**config.mk**
```make
export PLATFORM = sky130hd
export DESIGN_NAME = jam_cost_scheduler_flat
export DESIGN_NICKNAME = d
export VERILOG_FILES = /design/src/rtl/jam_cost_scheduler_if.sv /design/src/rtl/jam_cost_scheduler.sv /design/src/flat_wrapper.sv
export SDC_FILE = /design/constraint.sdc
export NUM_CORES = 1
export LEC_CHECK = 0
export BUFFER_PORTS_ARGS = -buffer_cell sky130_fd_sc_hd__buf_4
export CORE_MARGIN = 2
export CORE_UTILIZATION = 45
export DETAILED_ROUTE_END_ITERATION = 10
export GPL_TIMING_DRIVEN = 0
export PLACE_DENSITY = 0.72
export SLEW_MARGIN = 20
export SYNTH_ARGS = -nofsm -noshare
export SYNTH_HDL_FRONTEND = slang
export SYNTH_SLANG_ARGS = --single-unit
```
**constraint.sdc**
```tcl
create_clock -name clk -period 2.8 [get_ports clk]
set_input_delay 0.56 -clock clk [delete_from_list [all_inputs] [get_ports clk]]
set_output_delay 0.56 -clock clk [all_outputs]
set_load 0.01 [all_outputs]
```
**src/rtl/jam_cost_scheduler_if.sv**
```systemverilog
// Bundle between the permutation generator / cost memory and the cost scheduler.
// master = scheduler side, slave = generator, memory and result consumer side.
interface jam_cost_scheduler_if #(
  parameter int N      = 8,
  parameter int IDX_W  = 3,
  parameter int COST_W = 7,
  parameter int SUM_W  = 10,
  parameter int CNT_W  = 16
);
  // Handshake: a permutation transfers on any cycle where perm_valid && perm_ready
  // are both high; the source holds perm_in stable while perm_valid && !perm_ready.
  logic                 perm_valid;
  logic [N*IDX_W-1:0]   perm_in;
  logic                 perm_ready;
  logic                 cost_req;
  logic [IDX_W-1:0]     W;
  logic [IDX_W-1:0]     J;
  logic [COST_W-1:0]    Cost;
  logic                 sum_valid;
  logic [SUM_W-1:0]     sum;
  logic [SUM_W-1:0]     min_cost;
  logic [CNT_W-1:0]     match_count;
  logic                 done;

  modport master (
    input  perm_valid, perm_in, Cost,
    output perm_ready, cost_req, W, J, sum_valid, sum, min_cost, match_count, done
  );

  modport slave (
    output perm_valid, perm_in, Cost,
    input  perm_ready, cost_req, W, J, sum_valid, sum, min_cost, match_count, done
  );
endinterface

```
**src/rtl/jam_cost_scheduler.sv**
```systemverilog
// Walks the cost memory for one permutation at a time, accumulates its total cost,
// and tracks the running minimum and how many permutations reached it.
module jam_cost_scheduler #(
  parameter int N        = 8,
  parameter int IDX_W    = 3,
  parameter int COST_W   = 7,
  parameter int SUM_W    = 10,
  parameter int NUM_PERM = 40320,
  parameter int CNT_W    = 16
) (
  input  logic                  clk,
  input  logic                  rst,
  jam_cost_scheduler_if.master  io_bus,
  output logic [2:0]            o_dbg_state
);

  typedef enum logic [2:0] {
    S_IDLE   = 3'd0,
    S_FETCH  = 3'd1,
    S_DRAIN  = 3'd2,
    S_UPDATE = 3'd3,
    S_DONE   = 3'd4
  } state_t;

  state_t               r_state;
  state_t               w_next;

  logic [N*IDX_W-1:0]   r_perm;
  logic [IDX_W-1:0]     r_idx;
  logic [SUM_W-1:0]     r_acc;
  logic [SUM_W-1:0]     r_sum;
  logic [SUM_W-1:0]     r_min;
  logic [CNT_W-1:0]     r_match;
  logic [CNT_W-1:0]     r_cnt;
  logic                 r_cost_req;
  logic [IDX_W-1:0]     r_w;
  logic [IDX_W-1:0]     r_j;
  logic                 r_sum_valid;
  logic                 r_done;

  logic                 w_accept;
  logic                 w_last;
  logic [IDX_W-1:0]     w_idx_nxt;
  logic [IDX_W-1:0]     w_j_nxt;
  logic [SUM_W-1:0]     w_cost_ext;
  logic [CNT_W-1:0]     w_cnt_nxt;
  logic                 w_hit_end;

  assign w_accept   = (r_state == S_IDLE) && io_bus.perm_valid;
  assign w_last     = (r_idx == IDX_W'(N - 1));
  assign w_idx_nxt  = r_idx + 1'b1;
  assign w_j_nxt    = r_perm[w_idx_nxt*IDX_W +: IDX_W];
  assign w_cost_ext = {{(SUM_W - COST_W){1'b0}}, io_bus.Cost};
  assign w_cnt_nxt  = r_cnt + 1'b1;
  assign w_hit_end  = (w_cnt_nxt == CNT_W'(NUM_PERM));

  always_ff @(posedge clk or negedge rst) begin
    if (!rst) r_state <= S_IDLE;
    else      r_state <= w_next;
  end

  always_comb begin
    w_next = r_state;
    case (r_state)
      S_IDLE:   if (w_accept) w_next = S_FETCH;
      S_FETCH:  if (w_last) w_next = S_DRAIN;
      S_DRAIN:  w_next = S_UPDATE;
      S_UPDATE: w_next = w_hit_end ? S_DONE : S_IDLE;
      S_DONE:   w_next = S_DONE;
      default:  w_next = S_IDLE;
    endcase
  end

  // Memory data lags the address by one cycle, so FETCH at idx adds the entry for
  // idx-1 and DRAIN picks up the final entry.
  always_ff @(posedge clk or negedge rst) begin
    if (!rst) begin
      r_perm      <= '0;
      r_idx       <= '0;
      r_acc       <= '0;
      r_sum       <= '0;
      r_min       <= '1;
      r_match     <= '0;
      r_cnt       <= '0;
      r_cost_req  <= 1'b0;
      r_w         <= '0;
      r_j         <= '0;
      r_sum_valid <= 1'b0;
      r_done      <= 1'b0;
    end else begin
      r_sum_valid <= 1'b0;
      case (r_state)
        S_IDLE: begin
          if (w_accept) begin
            r_perm     <= io_bus.perm_in;
            r_acc      <= '0;
            r_idx      <= '0;
            r_w        <= '0;
            r_j        <= io_bus.perm_in[IDX_W-1:0];
            r_cost_req <= 1'b1;
          end
        end
        S_FETCH: begin
          if (r_idx != '0) r_acc <= r_acc + w_cost_ext;
          if (!w_last) begin
            r_idx <= w_idx_nxt;
            r_w   <= w_idx_nxt;
            r_j   <= w_j_nxt;
          end else begin
            r_cost_req <= 1'b0;
          end
        end
        S_DRAIN: begin
          r_acc       <= r_acc + w_cost_ext;
          r_sum       <= r_acc + w_cost_ext;
          r_sum_valid <= 1'b1;
        end
        S_UPDATE: begin
          if (r_sum < r_min) begin
            r_min   <= r_sum;
            r_match <= CNT_W'(1);
          end else if (r_sum == r_min) begin
            r_match <= r_match + 1'b1;
          end
          r_cnt <= w_cnt_nxt;
          if (w_hit_end) r_done <= 1'b1;
        end
        default: ;
      endcase
    end
  end

  assign io_bus.perm_ready  = (r_state == S_IDLE);
  assign io_bus.cost_req    = r_cost_req;
  assign io_bus.W           = r_w;
  assign io_bus.J           = r_j;
  assign io_bus.sum_valid   = r_sum_valid;
  assign io_bus.sum         = r_sum;
  assign io_bus.min_cost    = r_min;
  assign io_bus.match_count = r_match;
  assign io_bus.done        = r_done;
  assign o_dbg_state        = r_state;

endmodule
```
**src/flat_wrapper.sv**
```systemverilog
// flat-port wrapper written by rule: the top's interface ports become plain ports
module jam_cost_scheduler_flat 
#(
  parameter int N        = 8,
  parameter int IDX_W    = 3,
  parameter int COST_W   = 7,
  parameter int SUM_W    = 10,
  parameter int NUM_PERM = 40320,
  parameter int CNT_W    = 16
)
  (clk, rst, o_dbg_state, io_bus_perm_valid, io_bus_perm_in, io_bus_Cost, io_bus_perm_ready, io_bus_cost_req, io_bus_W, io_bus_J, io_bus_sum_valid, io_bus_sum, io_bus_min_cost, io_bus_match_count, io_bus_done);
  jam_cost_scheduler_if #(.N(N), .IDX_W(IDX_W), .COST_W(COST_W), .SUM_W(SUM_W), .CNT_W(CNT_W)) io_bus_i ();
  input  logic clk;
  input  logic rst;
  output logic [2:0] o_dbg_state;
  input wire logic [$bits(io_bus_i.perm_valid)-1:0] io_bus_perm_valid;
  input wire logic [$bits(io_bus_i.perm_in)-1:0] io_bus_perm_in;
  input wire logic [$bits(io_bus_i.Cost)-1:0] io_bus_Cost;
  output wire logic [$bits(io_bus_i.perm_ready)-1:0] io_bus_perm_ready;
  output wire logic [$bits(io_bus_i.cost_req)-1:0] io_bus_cost_req;
  output wire logic [$bits(io_bus_i.W)-1:0] io_bus_W;
  output wire logic [$bits(io_bus_i.J)-1:0] io_bus_J;
  output wire logic [$bits(io_bus_i.sum_valid)-1:0] io_bus_sum_valid;
  output wire logic [$bits(io_bus_i.sum)-1:0] io_bus_sum;
  output wire logic [$bits(io_bus_i.min_cost)-1:0] io_bus_min_cost;
  output wire logic [$bits(io_bus_i.match_count)-1:0] io_bus_match_count;
  output wire logic [$bits(io_bus_i.done)-1:0] io_bus_done;
  assign io_bus_i.perm_valid = io_bus_perm_valid;
  assign io_bus_i.perm_in = io_bus_perm_in;
  assign io_bus_i.Cost = io_bus_Cost;
  assign io_bus_perm_ready = io_bus_i.perm_ready;
  assign io_bus_cost_req = io_bus_i.cost_req;
  assign io_bus_W = io_bus_i.W;
  assign io_bus_J = io_bus_i.J;
  assign io_bus_sum_valid = io_bus_i.sum_valid;
  assign io_bus_sum = io_bus_i.sum;
  assign io_bus_min_cost = io_bus_i.min_cost;
  assign io_bus_match_count = io_bus_i.match_count;
  assign io_bus_done = io_bus_i.done;
  jam_cost_scheduler #(.N(N), .IDX_W(IDX_W), .COST_W(COST_W), .SUM_W(SUM_W), .NUM_PERM(NUM_PERM), .CNT_W(CNT_W)) u_core (.clk(clk), .rst(rst), .io_bus(io_bus_i), .o_dbg_state(o_dbg_state));
endmodule
```
==> key figures, run 1 <==
Pwr
  – Worst vdd ir: 0.000555 V
  – Combinational share of power: 42.1%
  – Clock share of power: 20.2%
  – Lkg Pwr: 2.99 nW
  – Cell area power density: 953 nW/um2
  – Cell-internal power: 3.71 mW
  – Share of total power in sequential cells: 37.7%
  – Net Sw Frac: 36.7%
  – Net load switching power: 2.15 mW
  – Total power: 5.86 mW

Logic synthesis
  – Mapped cell area: 5070 um2
  – Ys async rst share: 100%
  – Yosys warning count: 0
  – Syn Inst Count: 512
  – Synth cell types: 52
  – Mean Syn Cell Area: 9.90 um2
  – EDFF count, synth: 0
  – Top FF cell, synth: dfrtp_1
  – Syn Nets: 569
  – Sequential fraction of the synthesis area: 48.6%
  – FF+latch count, synth: 98

Routing
  – DRC: 0
  – Iteration-0 DRC Markers: 224
  – DR vias/cell: 5.11
  – Initial DRT Pass Iterations: 4
  – Average wire per standard cell: 13.8 um
  – DR vias: 3831
  – Post-DRT Antenna Nets: 0
  – Total length of routed wires: 10300 um

Worst setup path
  – Critical-path maximum fanout: 10
  – WP data arrival: 2.82 ns
  – Element type at the critical path start: flop
  – Crit. End Element: flop
  – Type of the worst setup path: flop to flop
  – Crit path launch: u_core.io_bus.min_cost[3]$_DFFE_PN1P_
  – Req. time, crit path: 3.06 ns
  – FF-to-FF Start: u_core.io_bus.min_cost[3]$_DFFE_PN1P_

STA
  – Final Hold Viols: 0
  – Final Slew Violations: 0
  – Max Freq: 391 MHz
  – Clock Skew: 0.00589 ns
  – Rel. slew slack: 40.3%
  – PnR worst setup slack: 0.246 ns
  – Crit share post-route: 91.2%
  – Setup violators final: 0
  – Setup TNS: 0 ns
  – RSZ-0062 raised after global routing: no
  – Worst Tran Pin Value: 0.895 ns
  – Final min period: 2.55 ns

Placement
  – Port bufs: 82
  – Worst slack at placement: 0.225 ns
  – Post-Place Cell Area: 5860 um2
  – Post-detail-place hpwl: 7500 um
  – RePlAce Congestion: 0.782

Final layout
  – Synth-to-Final Area Change: 21.4%
  – Nets: 662
  – N_diodes: 0
  – Finished layout cell area: 6150 um2
  – Ratio of cells with drive above 1 in the final layout: 23.6%
  – Final core occ: 56.3%

Floorplanning
  – Die ar.: 12100 um2
  – Core footprint: 10900 um2
  – Placement row count: 38
  – I/O pins: 83
  – Die height: 110 um
  – Die X: 110 um
  – Initial Utilization: 46.3%

CTS
  – Worst-path clk slew: 0.07 ns
  – CTS Root Cell: clkbuf_16
  – TritonCTS clock tree: yes
  – Setup Fix Bufs, Post-CTS: 0
  – Maximum root-to-sink buffer count: 2
  – # clock sinks: 98
  – Worst-skew pair later-pin latency: 0.34 ns
  – CTS buffer count: 9
  – CTS H-tree lvls: 3

Min path
  – Hold crit path type: input pin to asynchronous set/reset pin

Global route
  – Initial antenna violation count: 0
  – Largest net degree at the start of global routing: 99
  – Number of global-route vias before repair: 3735
  – Gr usage total: 18.4%
  – First-pass GRT wire length: 17400 um
  – Grt ovf: 0

Run status
  – Status: completed

Flow run
  – Max Cap Viol: 0
==> flip-flops by register name (all words and copies together) (netlist names), 3 cells and up <==
register                   count
u_core.io_bus.sum             10
u_core.io_bus.J                3
u_core.r_acc                  10
u_core.r_perm                 24
u_core.r_cnt                  16
u_core.io_bus.match_count     16
u_core.r_idx                   3
u_core.o_dbg_state             3
u_core.io_bus.min_cost        10
==> layout by cell type, fill, tap and decap left out, types with 11 or more instances in the layout <==
cell / instances
xnor2_1: 32
nor2_1: 30
inv_1: 23
nand2_1: 117
nand4_1: 11
a21oi_1: 14
buf_4: 81
dfrtp_1: 88
ha_1: 22
o21ai_0: 28
==> power by group through the flow <==
stage	logic (mW)	registers (mW)	clock network (mW)
floorplan	1.64	2.23	0
global placement	2.41	2.22	0
detailed placement	2.49	2.23	0
CTS	2.49	2.21	1.21
global route	2.79	2.27	1.27
finish	2.47	2.21	1.19
==> routing by layer <==
layer,routed length [um],GRT usage (%)
met1,4850,25.4
met2,4980,29.7
met3,392,3.59
met4,84,5.45
met5,0,0
==> cells by family after synthesis <==
kind of cell | Yosys count | synth area share, %
AND/OR/NAND/NOR | 222 | 20.8
flip-flops | 98 | 48.6
AO/OA/AOI/OAI | 65 | 7.70
XOR/XNOR | 39 | 6.74
multiplexers | 21 | 6.32
adder cells (fa/ha/maj) | 23 | 5.83
buffers and inverters | 44 | 3.93
==> cells in the mapped netlist, types with 3 or more instances <==
cell / number / area (um2)
and3_1: 8 / 50.1
or2_2: 4 / 25.0
nor2_1: 30 / 113
nand2_1: 117 / 439
nor2b_1: 5 / 31.3
ha_1: 22 / 275
dfrtp_1: 88 / 2200
mux4_2: 6 / 135
nand3_1: 7 / 35.0
nor3_1: 10 / 50.1
xor2_1: 7 / 61.3
and2_1: 3 / 18.8
xnor2_1: 32 / 280
dfstp_2: 10 / 263
nand2b_1: 5 / 31.3
o21bai_1: 3 / 22.5
mux2i_1: 5 / 50.1
o21ai_0: 28 / 140
o21a_1: 3 / 22.5
mux2_2: 4 / 45.0
inv_1: 23 / 86.3
clkbuf_1: 11 / 41.3
nor3b_1: 3 / 22.5
buf_2: 8 / 40.0
mux2_4: 6 / 90.1
a21o_1: 4 / 30.0
o22ai_1: 3 / 18.8
a21oi_1: 14 / 70.1
nand3b_1: 5 / 37.5
a22o_1: 3 / 26.3
nand4_1: 11 / 68.8
==> final timing paths <==
| check | to | slack [ns] | cells after the start |
|---|---|---|---|
| worst max-delay path | u_core.io_bus.min_cost[3]$_DFFE_PN1P_ | 0.25 | 9 |
| worst min-delay path | u_core.io_bus.match_count[8]$_DFFE_PN0P_ | 0.27 | 1 |
| worst max register to register | u_core.io_bus.min_cost[3]$_DFFE_PN1P_ | 0.25 | 9 |
| worst min register to register | u_core.r_perm[18]$_DFFE_PN0P_ | 0.47 | 2 |
| max in group asynchronous | u_core.io_bus.done$_DFFE_PN0P_ | 1.88 | 1 |
| min in group clk | u_core.r_perm[5]$_DFFE_PN0P_ | 0.40 | 3 |
==> final cells by class <==
type                    count  area (um2)
clock buffers              11         253
clock inverters             5        36.3
multi-input cells         370        2400
flip-flops and latches     98        2460
plain buffers              21         114
inverters                  23        86.3
well taps                 140         175
fillers                   983        4780
repair buffers             82         619
==> per-stage QoR <==
stage / hold WS, ns / cells
global route: 0.400 / 750
CTS: 0.355 / 750
finish: 0.270 / 750
detailed placement: 0.460 / 734
floorplan: 0.264 / 512
global placement: 0.454 / 734
==> repair_timing <==
| item | 4_1_cts | 5_1_grt |
|---|---|---|
| hold buffers | 0 | 0 |
| endpoints found under the hold margin | 0 | 0 |
| gates resized for setup | 0 | 2 |
| setup endpoints to repair | 0 | 1 |
==> worst max-delay path: stages (launching register included) <==
cell     delay [ns]
dfstp_2        0.55
inv_1          0.04
ha_1           0.30
a21o_1         0.17
a21oi_2        0.14
nor3b_1        0.08
or4_4          0.57
nor2_8         0.15
buf_12         0.16
mux2_4         0.31
(Power assumes the default switching activity.)
==> run 2, diff against run 1 <==
--- a/config.mk
+++ b/config.mk
@@ -5,6 +5,7 @@
 export SDC_FILE = /design/constraint.sdc
 export NUM_CORES = 1
 export LEC_CHECK = 0
+export ABC_AREA = 1
 export BUFFER_PORTS_ARGS = -buffer_cell sky130_fd_sc_hd__buf_4
 export CORE_MARGIN = 2
 export CORE_UTILIZATION = 45
==> run 2 against run 1 <==
  * The run now ends with design-rule violations left
  * Global-route usage increased by 2.0 points
  * Critical path depth up 1
  * Setup slack better by 0.19 ns
  * Flip-flop and latch count did not move
  * Die area increased by 5.6%
  * Combinational power is 10% higher
  * Core utilization is essentially flat
  * Synthesized cell count increased by 38%
  * Non-clock buffer count fell by 6
  * Power grew 8.1%
==> key figures, run 2 <==
Run status
  – Status: complete, but fails checks
  – Failing checks: design-rule violations

STA
  – Max Freq: 423 MHz (+8.1%)
  – Worst Tran Pin Value: 0.879 ns (-0.0157 ns)
  – Clock Skew: 0.0104 ns (+0.00447 ns)
  – Hold Slack: 0.305 ns (+0.0349 ns)
  – Final min period: 2.36 ns (-0.190 ns)
  – Setup violators final: 0 (unchanged)
  – RSZ-0062 raised after global routing: no
  – Rel. slew slack: 41.4% (+1.0 points)
  – Final Hold Viols: 0 (unchanged)
  – Setup TNS: 0 ns (unchanged)
  – Crit share post-route: 84.4% (-6.8 points)
  – Final Slew Violations: 0 (unchanged)

Logic synthesis
  – Main combinational cell family by area after synthesis: simple AND/OR/NAND/NOR gates
  – Post-synth top area share: 41.1% (-2.4 points)
  – Commonest cells post-synth: 242 x nand2_1, 88 x dfrtp_1, 66 x inv_1, 64 x nor2_1, 59 x o21ai_0
  – Yosys warning count: 0 (unchanged)
  – Top FF cell, synth: dfrtp_1
  – Syn Nets: 761 (+34%)
  – Syn Inst Count: 704 (+38%)
  – Top cells by area, synth: dfrtp_1 41%, nand2_1 17%, o21ai_0 5.5%, ha_1 5.1%, dfstp_2 4.9%
  – Synth Area in Simple Gates: 30.3% (+9.4 points)
  – Sequential fraction of the synthesis area: 46.0% (-2.7 points)
  – Adder-Cell Fraction of Synth Area: 5.51% (-0.32 points)
  – EDFF count, synth: 0 (unchanged)
  – Leading area contributor after synthesis: dfrtp_1
  – Most common cell in the netlist: nand2_1
  – Mean Syn Cell Area: 7.62 um2 (-23%)
  – Post-synthesis mux area share: 0% (-6.3 points)
  – Ys async rst share: 100% (unchanged)
  – Mapped cell area: 5360 um2 (+5.9%)
  – Synth cell types: 34 (-35%)
  – FF+latch count, synth: 98 (unchanged)
  – Post-synthesis compound-gate area fraction: 9.19% (+1.5 points)
  – Xor/xnor share of the synthesized area: 2.61% (-4.1 points)

Floorplanning
  – Die X: 113 um (+2.8%)
  – I/O pins: 83 (unchanged)
  – Core footprint: 11500 um2 (+5.3%)
  – Die height: 113 um (+2.8%)
  – Initial Utilization: 46.6% (+0.24 points)
  – Placement row count: 39 (+2.6%)
  – Die ar.: 12800 um2 (+5.6%)

CTS
  – Post-cts sizing count: 0 (unchanged)
  – Worst-path clk slew: 0.07 ns (about the same)
  – Cts hold-fix bufs: 0 (unchanged)
  – # clock sinks: 98 (unchanged)
  – CTS Root Cell: clkbuf_16
  – Maximum root-to-sink buffer count: 2 (unchanged)
  – CTS buffer count: 9 (unchanged)
  – Setup Fix Bufs, Post-CTS: 0 (unchanged)
  – Worst-skew pair later-pin latency: 0.35 ns (about the same)
  – TritonCTS clock tree: yes
  – CTS H-tree lvls: 3 (unchanged)

Routing
  – Post-DRT Antenna Nets: 0 (unchanged)
  – Iteration-0 DRC Markers: 252 (+13%)
  – DR vias: 4835 (+26%)
  – Initial DRT Pass Iterations: 8 (+4)
  – Total length of routed wires: 12400 um (+20%)
  – DR vias/cell: 5.12 (+0.27%)
  – DRC: 3 (+3)
  – Average wire per standard cell: 13.2 um (-4.3%)

Global route
  – Grt ovf: 0 (unchanged)
  – First-pass GRT wire length: 21500 um (+24%)
  – Gr usage total: 20.4% (+2.0 points)
  – Largest net degree at the start of global routing: 99 (unchanged)
  – Initial antenna violation count: 0 (unchanged)
  – Number of global-route vias before repair: 4682 (+25%)

Pwr
  – Lkg Pwr: 3.30 nW (+10%)
  – Net load switching power: 2.60 mW (+20%)
  – Worst vdd ir: 0.000543 V (-2.3%)
  – Combinational share of power: 42.9% (+0.8 points)
  – Cell area power density: 978 nW/um2 (+2.6%)
  – Net Sw Frac: 41.0% (+4.2 points)
  – Clock share of power: 21.1% (+0.9 points)
  – Share of total power in sequential cells: 36.1% (-1.6 points)
  – Cell-internal power: 3.74 mW (+0.83%)

Final layout
  – N_diodes: 0 (unchanged)
  – Largest Register: u_core.r_perm
  – FF/Latch Area: 2460 um2 (unchanged)
  – Max FFs per register: 24 (unchanged)
  – Final core occ: 56.3% (about the same)
  – Commonest non-fill, non-tap cells in the layout: 242 x nand2_1, 88 x dfrtp_1, 83 x buf_4
  – Commonest non-fill, non-tap cell in the layout: nand2_1
  – Area of the multi-input gates: 2550 um2 (+6.2%)
  – Final-layout fill cell count: 1086 (+10%)
  – Ratio of cells with drive above 1 in the final layout: 17.2% (-6.4 points)
  – Synth-to-Final Area Change: 20.8%
  – Nets: 854 (+29%)
  – Non-Filler Instances: 944 (+26%)

Worst setup path
  – Req. time, crit path: 3.09 ns (+0.03 ns)
  – CP max stage delay: 0.55 ns (-0.02 ns)
  – Crit. End Element: flop
  – WP data arrival: 2.65 ns (-0.17 ns)
  – Element type at the critical path start: flop
  – Critical-path top delay cell: dfrtp_1
  – Critical-path maximum fanout: 10 (unchanged)
  – Type of the worst setup path: flop to flop
  – Most frequent CP cell: o21ai_0
  – Crit-path cells: inv_1 -> clkbuf_1 -> ha_1 -> clkbuf_1 -> o21ai_0 -> o21ai_0 -> nand2_1 -> nand4_1 -> o21ai_0 -> inv_1

Placement
  – Post-detail-place hpwl: 9250 um (+23%)
  – Port bufs: 82 (unchanged)
  – Dpl cells: 929 (+27%)
  – RePlAce Congestion: 0.866 (+11%)

Min path
  – Hold crit path type: input pin to asynchronous set/reset pin

Flow run
  – Max Cap Viol: 0 (unchanged)
[run 2: path summary, 6_finish.rpt]
path / start / to / slack, ns / depth (start not counted)
max: u_core.r_idx[0]$_DFFE_PN0P_ / u_core.io_bus.J[2]$_DFFE_PN0P_ / 0.44 / 10
min: rst / u_core.r_cnt[10]$_DFFE_PN0P_ / 0.31 / 1
max reg2reg: u_core.r_idx[0]$_DFFE_PN0P_ / u_core.io_bus.J[2]$_DFFE_PN0P_ / 0.44 / 10
min reg2reg: u_core.io_bus.done$_DFFE_PN0P_ / u_core.io_bus.done$_DFFE_PN0P_ / 0.47 / 2
max in group asynchronous: rst / u_core.io_bus.sum[9]$_DFFE_PN0P_ / 1.90 / 1
min in group clk: io_bus_perm_in[16] / u_core.r_perm[16]$_DFFE_PN0P_ / 0.40 / 3
[run 2: power by group through the flow]
stage               Sequential, mW  Combinational [mW]  Clock (mW)
finish                        2.29                2.72        1.34
global route                  2.34                3.12        1.41
CTS                           2.28                2.74        1.36
detailed placement            2.30                2.73           0
global placement              2.29                2.65           0
floorplan                     2.28                1.79           0
[run 2: through the flow]
stage / area, um2 / total power, mW / setup slack [ns]
6_report: 6480 / 6.34 / 0.436
5_1_grt: 6480 / 6.87 / 0.201
4_1_cts: 6480 / 6.39 / 0.447
3_5_place_dp: 6160 / 5.03 / 0.478
3_3_place_gp: 6160 / 4.93 / 0.512
2_1_floorplan: 5360 / 4.07 / 0.826
[run 2: cell families (layout without fill, tap and decap cells)]
logic type      after synthesis  count (layout)
compound gates               93              93
xor+xnor                     16              16
fa+ha+maj                    23              23
buf+inv                      88             185
flops                        98              98
simple gates                386             386
[run 2: worst max-delay path: cells and delay by family (launching register included)]
kind | cells | cell delay (ns)
AO/OA/AOI/OAI | 3 | 0.46
adder cells (fa/ha/maj) | 1 | 0.40
AND/OR/NAND/NOR | 2 | 0.17
buffers and inverters | 4 | 0.73
flip-flops | 1 | 0.55
[run 2: cell type report]
type	instances	area share, %
flip-flops and latches	98	38.0
clock buffers	10	3.69
plain buffers	15	1.12
well taps	143	2.76
clock inverters	5	1.22
multi-input cells	518	39.4
inverters	73	4.23
repair buffers	82	9.56
[run 2: routing by layer]
metal / vias up / routed length, um / GRT usage (%)
li1: 2444 / - / -
met4: 0 / 221 / 7.48
met1: 2260 / 5630 / 27.0
met5: - / 0 / 0
met2: 114 / 6080 / 34.4
met3: 17 / 503 / 2.89
==> run 3, diff against run 2 <==
==> constraint.sdc (replaced) <==
create_clock -name clk -period 2.3 [get_ports clk]
set_input_delay 0.46 -clock clk [delete_from_list [all_inputs] [get_ports clk]]
set_output_delay 0.46 -clock clk [all_outputs]
set_load 0.01 [all_outputs]
==> run 3 against run 2 <==
  * The run still ends with design-rule violations left
  * Flip-flop and latch count unchanged
  * Die area unchanged
  * Sequential share of layout area down 0.14 points
  * Global-route usage unchanged
  * Worst hold slack worse by 0.11 ns
  * Combinational power up 26%
  * Maximum frequency up 8.9%
  * Critical path type unchanged
==> key figures, run 3 (synthesized netlist as in run 2, its figures left out) <==
Run status
  – Status: complete, but fails checks
  – Failing checks: design-rule violations

Worst setup path
  – Worst R2R Path Depth: 10 (unchanged)
  – WP data arrival: 2.39 ns (-0.26 ns)
  – FF-to-FF End: u_core.io_bus.match_count[0]$_DFFE_PN0P_
  – Element type at the critical path start: flop
  – FF-to-FF Start: u_core.io_bus.min_cost[9]$_DFFE_PN1P_
  – Flop-to-flop setup slack: 0.13 ns (-0.31 ns)
  – Critical-path maximum fanout: 10 (unchanged)
  – Type of the worst setup path: flop to flop
  – Crit. End Element: flop
  – Req. time, crit path: 2.52 ns (-0.57 ns)

Pwr
  – Lkg Pwr: 3.31 nW (+0.35%)
  – Net Sw Frac: 41.0% (+0.057 points)
  – Worst vdd ir: 0.000661 V (+22%)
  – Total power: 7.83 mW (+24%)
  – Share of total power in sequential cells: 35.6% (-0.5 points)
  – Clock share of power: 20.8% (-0.3 points)
  – Net load switching power: 3.21 mW (+24%)
  – Combinational share of power: 43.7% (+0.8 points)
  – Cell-internal power: 4.62 mW (+23%)
  – Cell area power density: 1200 nW/um2 (+23%)

Routing
  – DR vias/cell: 5.13 (+0.23%)
  – Total length of routed wires: 12500 um (+0.35%)
  – Average wire per standard cell: 13.2 um (+0.35%)
  – Initial DRT Pass Iterations: 7 (-1)
  – Iteration-0 DRC Markers: 238 (-5.6%)
  – Post-DRT Antenna Nets: 0 (unchanged)
  – DRC: 3 (unchanged)
  – DR vias: 4846 (+0.23%)

STA
  – Final Slew Violations: 0 (unchanged)
  – Final min period: 2.17 ns (-0.193 ns)
  – Clock Skew: 0.0110 ns (+0.000612 ns)
  – Setup violators final: 0 (unchanged)
  – Rel. slew slack: 40.3% (-1.0 points)
  – Crit share post-route: 94.4% (+10 points)
  – Final Hold Viols: 0 (unchanged)
  – Max Freq: 461 MHz (+8.9%)
  – Worst Tran Pin Value: 0.895 ns (+0.0156 ns)

Floorplanning
  – Die ar.: 12800 um2 (unchanged)
  – Die X: 113 um (unchanged)
  – Die height: 113 um (unchanged)
  – Placement row count: 39 (unchanged)
  – Core footprint: 11500 um2 (unchanged)
  – I/O pins: 83 (unchanged)
  – Initial Utilization: 46.6% (unchanged)

Global route
  – Initial antenna violation count: 0 (unchanged)
  – Largest net degree at the start of global routing: 99 (unchanged)
  – Number of global-route vias before repair: 4678 (-0.085%)
  – Gr usage total: 20.4% (unchanged)
  – First-pass GRT wire length: 21500 um (unchanged)
  – Grt ovf: 0 (unchanged)

Flow run
  – Max Cap Viol: 0 (unchanged)

CTS
  – CTS H-tree lvls: 3 (unchanged)
  – CTS buffer count: 9 (unchanged)
  – Worst-skew pair later-pin latency: 0.35 ns (about the same)
  – Worst-path clk slew: 0.07 ns (about the same)
  – TritonCTS clock tree: yes
  – CTS Root Cell: clkbuf_16
  – Maximum root-to-sink buffer count: 2 (unchanged)
  – # clock sinks: 98 (unchanged)
  – Cts hold-fix bufs: 0 (unchanged)

Final layout
  – Largest Register: u_core.r_perm
  – Final-layout fill cell count: 1089 (+0.28%)
  – Ratio of cells with drive above 1 in the final layout: 17.7% (+0.50 points)
  – Commonest non-fill, non-tap cell in the layout: nand2_1
  – Nets: 854 (unchanged)
  – Non-Filler Instances: 944 (unchanged)
  – Max FFs per register: 24 (unchanged)
  – N_diodes: 0 (unchanged)
  – Synth-to-Final Area Change: 21.3%
  – Commonest non-fill, non-tap cells in the layout: 242 x nand2_1, 88 x dfrtp_1, 84 x buf_4

Min path
  – Hold crit path type: input pin to asynchronous set/reset pin

Placement
  – Dpl cells: 929 (unchanged)
  – Post-detail-place hpwl: 9250 um (unchanged)
  – RePlAce Congestion: 0.866 (unchanged)
  – Port bufs: 82 (unchanged)
run 3: cell count changes in the layout (fill, tap and decap cells not counted):
| cell | change |
|---|---|
| buf_4 | +1 |
| clkbuf_1 | -2 |
| clkbuf_2 | +1 |
| ha_1 | -1 |
| ha_2 | +1 |
| nand3_1 | -1 |
| nand3_2 | +1 |
| nor2_2 | -1 |
| nor2_4 | +1 |
| nor3_2 | -1 |
| nor3_4 | +1 |
run 3: repair_timing:
action / CTS / global route
pin swaps: 0 / 2
endpoints found under the setup margin: 3 / 32
setup buffers: 0 / 1
resized for setup: 0 / 6
run 3: metal layers:
| layer | routed length, um | GRT usage [%] | up-vias | share of wire (%) |
|---|---|---|---|---|
| met2 | 6110 | 34.4 | 118 | 49 |
| met3 | 494 | 2.89 | 19 | 4.0 |
| met5 | 0 | 0 | - | 0 |
| met1 | 5630 | 27.0 | 2265 | 45 |
| met4 | 234 | 7.48 | 0 | 1.9 |
| li1 | - | - | 2444 | - |
run 3: per-stage QoR:
| stage | instance area (um2) | setup WS [ns] | hold WS [ns] | util (%) | TNS, ns |
|---|---|---|---|---|---|
| finish | 6500 | 0.129 | 0.200 | 56.5 | 0 |
| global route | 6500 | -0.0194 | 0.297 | 56.5 | -0.0494 |
| CTS | 6480 | 0.112 | 0.250 | 56.2 | 0 |
| detailed placement | 6160 | -0.0223 | 0.456 | 53.5 | -0.0490 |
| global placement | 6160 | 0.0118 | 0.454 | 53.5 | 0 |
| floorplan | 5360 | 0.386 | 0.164 | - | 0 |
run 3: power by group through the flow:
| stage | clock, mW | sequential [mW] | combinational (mW) |
|---|---|---|---|
| finish | 1.63 | 2.78 | 3.42 |
| floorplan | 0 | 2.78 | 2.18 |
| CTS | 1.66 | 2.78 | 3.33 |
| global placement | 0 | 2.78 | 3.22 |
| detailed placement | 0 | 2.80 | 3.32 |
| global route | 1.71 | 2.85 | 3.92 |
run 3: how the worst max path moves through the flow:
stage / from / end / slack, ns / depth (start not counted)
2_1_floorplan: u_core.io_bus.min_cost[1]$_DFFE_PN1P_ / u_core.io_bus.match_count[14]$_DFFE_PN0P_ / 0.39 / 11
3_3_place_gp: u_core.r_idx[0]$_DFFE_PN0P_ / u_core.io_bus.J[2]$_DFFE_PN0P_ / 0.01 / 10
3_5_place_dp: u_core.r_idx[0]$_DFFE_PN0P_ / u_core.io_bus.J[2]$_DFFE_PN0P_ / -0.02 / 10
4_1_cts: u_core.r_idx[0]$_DFFE_PN0P_ / u_core.io_bus.J[2]$_DFFE_PN0P_ / 0.11 / 9
5_1_grt: u_core.io_bus.min_cost[9]$_DFFE_PN1P_ / u_core.io_bus.match_count[14]$_DFFE_PN0P_ / -0.02 / 10
6_report: u_core.io_bus.min_cost[9]$_DFFE_PN1P_ / u_core.io_bus.match_count[0]$_DFFE_PN0P_ / 0.13 / 10
run 3: layout make-up:
class                   count  area (um2)  area share, %
clock inverters             5        78.8           1.21
multi-input cells         518        2570           39.5
plain buffers              14        70.1           1.08
well taps                 143         179           2.75
clock buffers              10         239           3.67
inverters                  73         274           4.21
repair buffers             83         627           9.64
flip-flops and latches     98        2460           37.9
run 3: worst max-delay path, stage by stage (launching register included):
cell     delay (ns)
dfstp_2        0.54
inv_1          0.05
ha_1           0.29
nand2_1        0.06
nor2_1         0.20
nand2_1        0.17
nor3_4         0.20
nand2_2        0.15
buf_2          0.22
nand2_1        0.09
nand3_1        0.08
